==> src/rtl/cpu_run_controller_pkg.sv <==
// cpu_run_controller_pkg: sequencer state and halt-reason encodings
package cpu_run_controller_pkg;
  typedef enum logic [1:0] {S_HALT, S_RUN, S_STEP} state_t;
  typedef enum logic [1:0] {HR_CMD, HR_BREAK, HR_LOOP, HR_WDOG} reason_t;
endpackage

==> src/rtl/cpu_run_controller_if.sv <==
// cpu_run_controller_if: debug commands, datapath taps and run-control outputs
interface cpu_run_controller_if #(parameter int W = 16, parameter int CNT_W = 32);
  logic             cmd_run;
  logic             cmd_step;
  logic             cmd_halt;
  logic             bp_en;
  logic [W-1:0]     bp_addr;
  logic [W-1:0]     pc;
  logic [W-1:0]     a_reg;
  logic             j;
  logic             cpu_en;
  logic             halted;
  logic             step_done;
  logic [1:0]       halt_reason;
  logic [CNT_W-1:0] instr_count;
  modport master (
    output cmd_run, cmd_step, cmd_halt, bp_en, bp_addr, pc, a_reg, j,
    input  cpu_en, halted, step_done, halt_reason, instr_count
  );
  modport slave (
    input  cmd_run, cmd_step, cmd_halt, bp_en, bp_addr, pc, a_reg, j,
    output cpu_en, halted, step_done, halt_reason, instr_count
  );
endinterface

==> src/rtl/cpu_run_controller_sat_counter.sv <==
// cpu_run_controller_sat_counter: enable-gated up counter that sticks at all-ones
module cpu_run_controller_sat_counter #(
  parameter int CNT_W = 32
) (
  input  logic             clk,
  input  logic             rst,
  input  logic             i_en,
  output logic [CNT_W-1:0] o_count
);
  logic [CNT_W-1:0] r_count;
  always_ff @(posedge clk or posedge rst)
    if (rst) r_count <= '0;
    else if (i_en && !(&r_count)) r_count <= r_count + 1'b1;
  assign o_count = r_count;
endmodule

==> src/rtl/cpu_run_controller.sv <==
// cpu_run_controller: run/halt/single-step sequencer producing the datapath clock enable
module cpu_run_controller
  import cpu_run_controller_pkg::*;
#(
  parameter int W            = 16,
  parameter int CNT_W        = 32,
  parameter int MAX_CYCLES   = 0,
  parameter bit RUN_ON_RESET = 1'b1
) (
  input  logic                 clk,
  input  logic                 rst,
  cpu_run_controller_if.slave  bus
);
  state_t           r_state, w_next;
  reason_t          r_reason, w_reason;
  logic             r_skip_bp, w_skip_bp;
  logic             r_step_done;
  logic             w_bp_hit, w_loop_hit, w_wdog_hit, w_cpu_en;
  logic [CNT_W-1:0] w_count;
  assign w_bp_hit   = r_state == S_RUN && bus.bp_en && bus.pc == W'(bus.bp_addr) && !r_skip_bp;
  assign w_cpu_en   = (r_state == S_RUN && !w_bp_hit) || r_state == S_STEP;
  assign w_loop_hit = w_cpu_en && bus.j && bus.a_reg == bus.pc;
  assign w_wdog_hit = MAX_CYCLES != 0 && w_cpu_en && w_count == CNT_W'(MAX_CYCLES - 1);
  always_comb begin
    w_next    = r_state;
    w_reason  = r_reason;
    w_skip_bp = r_skip_bp;
    case (r_state)
      S_HALT:
        if (bus.cmd_halt) w_next = S_HALT;
        else if (bus.cmd_step) begin
          w_next   = S_STEP;
          w_reason = HR_CMD;
        end else if (bus.cmd_run) begin
          w_next    = S_RUN;
          w_reason  = HR_CMD;
          w_skip_bp = 1'b1;
        end
      S_RUN: begin
        w_skip_bp = w_cpu_en ? 1'b0 : r_skip_bp;
        if (w_bp_hit || w_loop_hit || w_wdog_hit || bus.cmd_halt) begin
          w_next   = S_HALT;
          w_reason = w_bp_hit ? HR_BREAK : w_loop_hit ? HR_LOOP : w_wdog_hit ? HR_WDOG : HR_CMD;
        end
      end
      S_STEP: begin
        w_next   = S_HALT;
        w_reason = w_loop_hit ? HR_LOOP : w_wdog_hit ? HR_WDOG : r_reason;
      end
      default: w_next = S_HALT;
    endcase
  end
  always_ff @(posedge clk or posedge rst)
    if (rst) begin
      r_state     <= RUN_ON_RESET ? S_RUN : S_HALT;
      r_reason    <= HR_CMD;
      r_skip_bp   <= 1'b1;
      r_step_done <= 1'b0;
    end else begin
      r_state     <= w_next;
      r_reason    <= w_reason;
      r_skip_bp   <= w_skip_bp;
      r_step_done <= r_state == S_STEP;
    end
  cpu_run_controller_sat_counter #(.CNT_W(CNT_W)) u_cnt (
    .clk     (clk),
    .rst     (rst),
    .i_en    (w_cpu_en),
    .o_count (w_count)
  );
  assign bus.cpu_en      = w_cpu_en;
  assign bus.halted      = r_state == S_HALT;
  assign bus.step_done   = r_step_done;
  assign bus.halt_reason = r_reason;
  assign bus.instr_count = w_count;
endmodule

==> src/flat_wrapper.sv <==
// flat-port wrapper written by rule: the top's interface ports become plain ports
module cpu_run_controller_flat import cpu_run_controller_pkg::*;
#(
  parameter int W            = 16,
  parameter int CNT_W        = 32,
  parameter int MAX_CYCLES   = 0,
  parameter bit RUN_ON_RESET = 1'b1
)
  (clk, rst, bus_cmd_run, bus_cmd_step, bus_cmd_halt, bus_bp_en, bus_bp_addr, bus_pc, bus_a_reg, bus_j, bus_cpu_en, bus_halted, bus_step_done, bus_halt_reason, bus_instr_count);
  cpu_run_controller_if #(.W(W), .CNT_W(CNT_W)) bus_i ();
  input  logic clk;
  input  logic rst;
  input wire logic [$bits(bus_i.cmd_run)-1:0] bus_cmd_run;
  input wire logic [$bits(bus_i.cmd_step)-1:0] bus_cmd_step;
  input wire logic [$bits(bus_i.cmd_halt)-1:0] bus_cmd_halt;
  input wire logic [$bits(bus_i.bp_en)-1:0] bus_bp_en;
  input wire logic [$bits(bus_i.bp_addr)-1:0] bus_bp_addr;
  input wire logic [$bits(bus_i.pc)-1:0] bus_pc;
  input wire logic [$bits(bus_i.a_reg)-1:0] bus_a_reg;
  input wire logic [$bits(bus_i.j)-1:0] bus_j;
  output wire logic [$bits(bus_i.cpu_en)-1:0] bus_cpu_en;
  output wire logic [$bits(bus_i.halted)-1:0] bus_halted;
  output wire logic [$bits(bus_i.step_done)-1:0] bus_step_done;
  output wire logic [$bits(bus_i.halt_reason)-1:0] bus_halt_reason;
  output wire logic [$bits(bus_i.instr_count)-1:0] bus_instr_count;
  assign bus_i.cmd_run = bus_cmd_run;
  assign bus_i.cmd_step = bus_cmd_step;
  assign bus_i.cmd_halt = bus_cmd_halt;
  assign bus_i.bp_en = bus_bp_en;
  assign bus_i.bp_addr = bus_bp_addr;
  assign bus_i.pc = bus_pc;
  assign bus_i.a_reg = bus_a_reg;
  assign bus_i.j = bus_j;
  assign bus_cpu_en = bus_i.cpu_en;
  assign bus_halted = bus_i.halted;
  assign bus_step_done = bus_i.step_done;
  assign bus_halt_reason = bus_i.halt_reason;
  assign bus_instr_count = bus_i.instr_count;
  cpu_run_controller #(.W(W), .CNT_W(CNT_W), .MAX_CYCLES(MAX_CYCLES), .RUN_ON_RESET(RUN_ON_RESET)) u_core (.clk(clk), .rst(rst), .bus(bus_i));
endmodule
==> config.mk <==
export PLATFORM = sky130hd
export DESIGN_NAME = cpu_run_controller_flat
export DESIGN_NICKNAME = d
export VERILOG_FILES = /design/src/rtl/cpu_run_controller_pkg.sv /design/src/rtl/cpu_run_controller_if.sv /design/src/rtl/cpu_run_controller_sat_counter.sv /design/src/rtl/cpu_run_controller.sv /design/src/flat_wrapper.sv
export SDC_FILE = /design/constraint.sdc
export NUM_CORES = 1
export LEC_CHECK = 0
export CORE_ASPECT_RATIO = 1.1
export CORE_MARGIN = 1.5
export CORE_UTILIZATION = 63
export DETAILED_ROUTE_END_ITERATION = 7
export DONT_BUFFER_PORTS = 1
export HOLD_SLACK_MARGIN = 0.08
export PLACE_DENSITY = 0.79
export SYNTH_ARGS = -nofsm -noshare
export SYNTH_HDL_FRONTEND = slang
export SYNTH_SLANG_ARGS = --single-unit
==> constraint.sdc <==
create_clock -name clk -period 2.9 [get_ports clk]
set_input_delay 0.58 -clock clk [delete_from_list [all_inputs] [get_ports clk]]
set_output_delay 0.58 -clock clk [all_outputs]
set_load 0.05 [all_outputs]
# --- Yosys cells after proc, flatten, opt, wreduce, memory -nomap -nowiden ---
# Cells that the tools add are included.
classes:
  add_sub_neg: 1
  eq_ne: 12
  mux: 18
  n_reduce_logical: 20
ops:
  columns: ["operator", "count"]
  rows:
  - ["adder 32 x 1 -> 32 bit (second input constant)", 1]
  - ["== test 16 bit", 2]
  - ["AND reduction 32 bit", 1]
  - ["two-way mux 2 bit", 11]
  - ["inequality test 2 bit (second input constant)", 5]
  - ["AND reduction 5 bit", 2]
  - ["logical AND 1 bit", 7]
  - ["case mux 2 bit (3 select lines)", 1]
  - ["two-way mux 1 bit", 4]
  - ["inequality test 4 bit (second input constant)", 1]
  - ["case mux 2 bit (2 select lines)", 1]
  - ["logical NOT 1 bit", 3]
  - ["logical OR 1 bit", 3]
  - ["inequality test 3 bit (second input constant)", 1]
  - ["nonzero test 3 bit", 1]
  - ["== test 2 x 1 -> 1 bit (second input constant)", 1]
  - ["== test 2 bit (second input constant)", 1]
  - ["logical NOT 2 bit", 1]
  - ["inequality test 2 x 1 -> 1 bit (second input constant)", 1]
  - ["case mux 1 bit (2 select lines)", 1]
  - ["AND reduction 2 bit", 1]
  - ["nonzero test 2 bit", 1]
totals:
  ff_bits: 38
  input_bits: 55
  out_inout_bits: 37
  elab_cells: 56

# --- Depth between registers and ports, before layout ---
depth:
  ltp_word: 13
  mapped_depth: 8
  mapped_depth_nobuf: 7

# --- By module ---
# Synthesis repeated with hierarchy kept, for this count alone.
hier_totals:
  hier_cells: 253
  hier_area_um2: 2488.6
modules_own_cells:
  columns: ["mod", "instances", "cells_per_inst", "area_each_um2", "seq_area_each_um2"]
  rows:
  - ["cpu_run_controller_sat_counter", 1, 155, 1665.3, 800.8]
  - ["cpu_run_controller", 1, 98, 823.3, 152.6]

# --- Worst setup path after synthesis ---
# Ideal clock, no wire load.
synth_path:
  kind: "input-to-output"
  start: "input port bus_bp_addr[5]"
  end: "output port bus_cpu_en"
  arrival_time_ns: 2.028
  required_ns: 2.320
  slack_ns: 0.292
  cell_stages: 6
  n_path_buf: 1
  path_cell_list: "xnor2_1 -> nand4_1 -> or4_4 -> o31ai_4 -> buf_2 -> inv_1"
synth_between:
  elab_chain_len: 6
synth_rtl:
  columns: ["element", "line_no", "text"]
  rows:
  - ["start: declaration", "flat_wrapper.sv:17", "input wire logic [$bits(bus_i.bp_addr)-1:0] bus_bp_addr;"]
  - ["== test 16 bit", "cpu_run_controller.sv:20", "assign w_bp_hit = r_state == S_RUN && bus.bp_en && bus.pc == W'(bus.bp_addr) && !r_skip_bp;"]
  - ["logical AND 1 bit (2 in series)", "cpu_run_controller.sv:20", null]
  - ["logical NOT 1 bit", "cpu_run_controller.sv:21", "assign w_cpu_en = (r_state == S_RUN && !w_bp_hit) || r_state == S_STEP;"]
  - ["logical AND 1 bit", "cpu_run_controller.sv:21", null]
  - ["logical OR 1 bit", "cpu_run_controller.sv:21", null]
  - ["end: declaration", "flat_wrapper.sv:21", "output wire logic [$bits(bus_i.cpu_en)-1:0] bus_cpu_en;"]
# No other way between the ends.

# --- Worst setup path after layout ---
layout_path:
  start: "register u_core.r_state[0]"
  end: "output port bus_cpu_en"
layout_between:
  elab_chain_len: 7
layout_rtl:
  columns: ["element", "line_no", "text"]
  rows:
  - ["start: declaration", "cpu_run_controller.sv:14", "state_t r_state, w_next;"]
  - ["start signal: assignment", "cpu_run_controller.sv:55", "r_state <= RUN_ON_RESET ? S_RUN : S_HALT;"]
  - ["start signal: assignment", "cpu_run_controller.sv:60", "r_state <= w_next;"]
  - ["== test 2 x 1 -> 1 bit", "cpu_run_controller.sv:20, cpu_run_controller.sv:21", null]
  - ["logical AND 1 bit (3 in series)", "cpu_run_controller.sv:20", null]
  - ["logical NOT 1 bit", "cpu_run_controller.sv:21", null]
  - ["logical AND 1 bit", "cpu_run_controller.sv:21", null]
  - ["logical OR 1 bit *", "cpu_run_controller.sv:21", null]
# Mark *: on every way between the ends. The rest lies on a longest branch, timed or not.

==> results.cfg <==
[run_status]
outcome = finished, final reports clean

[pwr]
p_switching_mw = 0.535
finalPower_mw = 1.45
ir_drop_mv = 0.329
pwr_density_cell_nw_per_um2 = 533
switching_share_pct = 37.0
cellLeakagePower_nw = 1.25
combinationalPowerShare_pct = 32.1
p_int_mw = 0.913
p_clk_share_pct = 26.1
sequentialPowerShare_pct = 41.8

[finish]
nFillCells = 281
final_nets = 335
multi_input_area_um2 = 1350
syn_to_final_growth_pct = 15.1
antenna_cells = 0
drive_above_1_share_pct = 15.6
seq_area_um2 = 953

[routing]
via_count = 1968
drt_iter0_markers = 85
wl_um = 5390
vias_per_cell = 6.04
drc_errors = 0
ant_nets = 0
drt_first_pass_iters = 4
wl_per_cell_um = 16.5

[setup_path]
r2r_setup_slack_ns = 0.39
startpoint_type = flip-flop
crit_required_ns = 2.32
slowest_delay_ns = 0.55
reg2regPathDepth = 7
crit_chain = ha_1, nand2_1, or4_4, o31ai_4, inv_1, buf_4
r2r-start = u_core.r_state[0]
crit_path_end_kind = primary output
slowest_stage = dfstp_2
timing.rr.end = u_core.u_cnt.o_count[1]
cp.arrival_ns = 2.13
worstPathMaxFanout = 4
path_class = reg2out

[place]
routabilityCongestion = 0.871
portBuffers = 0
hpwl_um = 4190

[clock_network]
cts_setup_buffers = 0
htree_levels = 2
cts_tree = yes
ctsResizeCount = 0
cts_buffers = 5
clock-sinks = 38
root_buffer = clkbuf_8
clock_path_buffers = 2
hold_buffers = 0
cts.reportedPaths.clkPinSlew_ns = 0.07
clkLatencyLatePin_ns = 0.29

[global_route]
grt_overflow_total = 0
grt_pass1_vias = 1967
grt_pass1_wl_um = 8560
grt_usage_pct = 28.0
grt_max_degree = 39
antenna_found_initial = 0

[timing]
min_period_ns = 2.71
slew_violations = 0
hold_viol = 0
setup_viol = 0
setup-tns-final_ns = 0
max_slew_margin_pct = 57.8
max_freq_mhz = 369
clock_skew_ns = 0.00703
period_share_pct = 93.4
worst_slew_pin_slew_ns = 0.633
rsz0062_at_grt = no

[synth]
syn-num-nets = 303
synth_seq_area_share_pct = 40.4
ys.flop_type = dfrtp_1
avgSynthCellArea_um2 = 9.71
synth_cell_types = 40
ys_ff_latch = 38
synthArstFlopShare_pct = 100
postSynthCellCount = 243
synth_edf_count = 0
syn_area_um2 = 2360
synth_warnings = 0

[worst_hold_path]
hold_class = in2async

[job]
maxCapViolCount = 0

[floorplan]
ios = 92
die_w_um = 61.3
core_area_um2 = 3630
rows = 23
die_height_um = 67.2
initial_core_util_pct = 65.0
die_area_um2 = 4120
-- per-stage QoR --
stage	worst slack, ns	utilization [%]	hold slack [ns]	instances	instance area (um^2)
floorplan	0.292	-	0.480	243	2360
global placement	0.393	72.4	0.509	318	2620
detailed placement	0.293	72.4	0.521	318	2620
CTS	0.189	74.9	0.301	326	2720
global route	0.117	74.9	0.337	326	2720
finish	0.192	74.9	0.291	326	2720
-- critical path: cells and delay by family (launching register included) --
family | cells | cell delay [ns]
buffers and inverters | 2 | 0.26
AOI/OAI and AO/OA | 1 | 0.23
DFF | 1 | 0.55
and+or+nand+nor | 2 | 0.57
adders and majority gates | 1 | 0.21
-- layer usage --
| metal | up-vias | routed length (um) | track usage, % |
|---|---|---|---|
| met5 | - | 0 | 0 |
| met2 | 85 | 2960 | 50.5 |
| li1 | 932 | - | - |
| met4 | 0 | 68 | 9.57 |
| met1 | 943 | 2000 | 31.8 |
| met3 | 8 | 354 | 6.90 |
-- power groups by stage --
stage          clock network, mW  logic (mW)  registers [mW]
2_1_floorplan                  0       0.183           0.778
3_3_place_gp                   0       0.456           0.613
3_5_place_dp                   0       0.467           0.616
4_1_cts                    0.382       0.468           0.605
5_1_grt                    0.404       0.501           0.609
6_report                   0.378       0.466           0.605
-- area by class of cell --
class | count | area share [%]
inverters | 7 | 0.968
clock buffers | 7 | 3.18
well taps | 50 | 2.30
clock inverters | 1 | 0.184
flip-flops and latches | 38 | 35.1
multi-input cells | 192 | 49.7
repair buffers | 31 | 8.57
-- kinds of logic after synthesis --
kind of cell / share of synthesized area (%)
simple gates: 26.0
xor+xnor: 23.4
flops: 40.4
compound gates: 4.62
buf+inv: 2.39
fa+ha+maj: 2.65
mux: 0.477
-- layout by cell type, fill, tap and decap left out, types with 2 or more instances in the layout --
cell,n
nand2_1,14
and4_1,2
nor3_1,19
xor2_1,42
nor2_1,6
and3_1,2
nand4_1,11
or4_1,2
dfrtp_1,36
or3_1,4
dfstp_2,2
o21ai_0,3
nand3_1,19
nand4b_1,2
clkbuf_8,6
inv_1,7
buf_4,31
and2_1,4
nor4b_1,3
xnor2_1,21
nor4_1,14
nor2b_1,2
ha_1,5
a21oi_1,2
-- registers in the layout (all words and copies together) (netlist names) --
signal and count:
u_core.u_cnt.o_count 32, u_core.bus.halt_reason 2, u_core.r_state 2, u_core.bus.step_done 1
u_core.r_skip_bp 1
-- worst max-delay path by stage --
| stage | startpoint | to | slack, ns | cells after the start |
|---|---|---|---|---|
| floorplan | bus_bp_addr[5] | bus_cpu_en | 0.29 | 6 |
| global placement | bus_bp_addr[5] | u_core.u_cnt.o_count[1] | 0.39 | 7 |
| detailed placement | bus_bp_addr[5] | u_core.u_cnt.o_count[1] | 0.29 | 7 |
| CTS | u_core.r_state[0] | bus_cpu_en | 0.19 | 6 |
| global route | u_core.r_state[0] | bus_cpu_en | 0.12 | 6 |
| finish | u_core.r_state[0] | bus_cpu_en | 0.19 | 6 |
-- Yosys cell counts (3+ instances only) --
cell type / number / area share, %
o21ai_0: 3 / 0.64
nor3_1: 19 / 4.0
inv_1: 7 / 1.1
dfrtp_1: 36 / 38
nand4_1: 11 / 2.9
xnor2_1: 21 / 7.8
nand2_1: 14 / 2.2
nor4_1: 14 / 3.7
ha_1: 5 / 2.7
nor4b_1: 3 / 1.1
or3_1: 4 / 1.1
xor2_1: 42 / 16
nand3_1: 19 / 4.0
buf_2: 3 / 0.64
nor2_1: 6 / 0.95
and2_1: 4 / 1.1
Power figures use the tool's default switching activity.
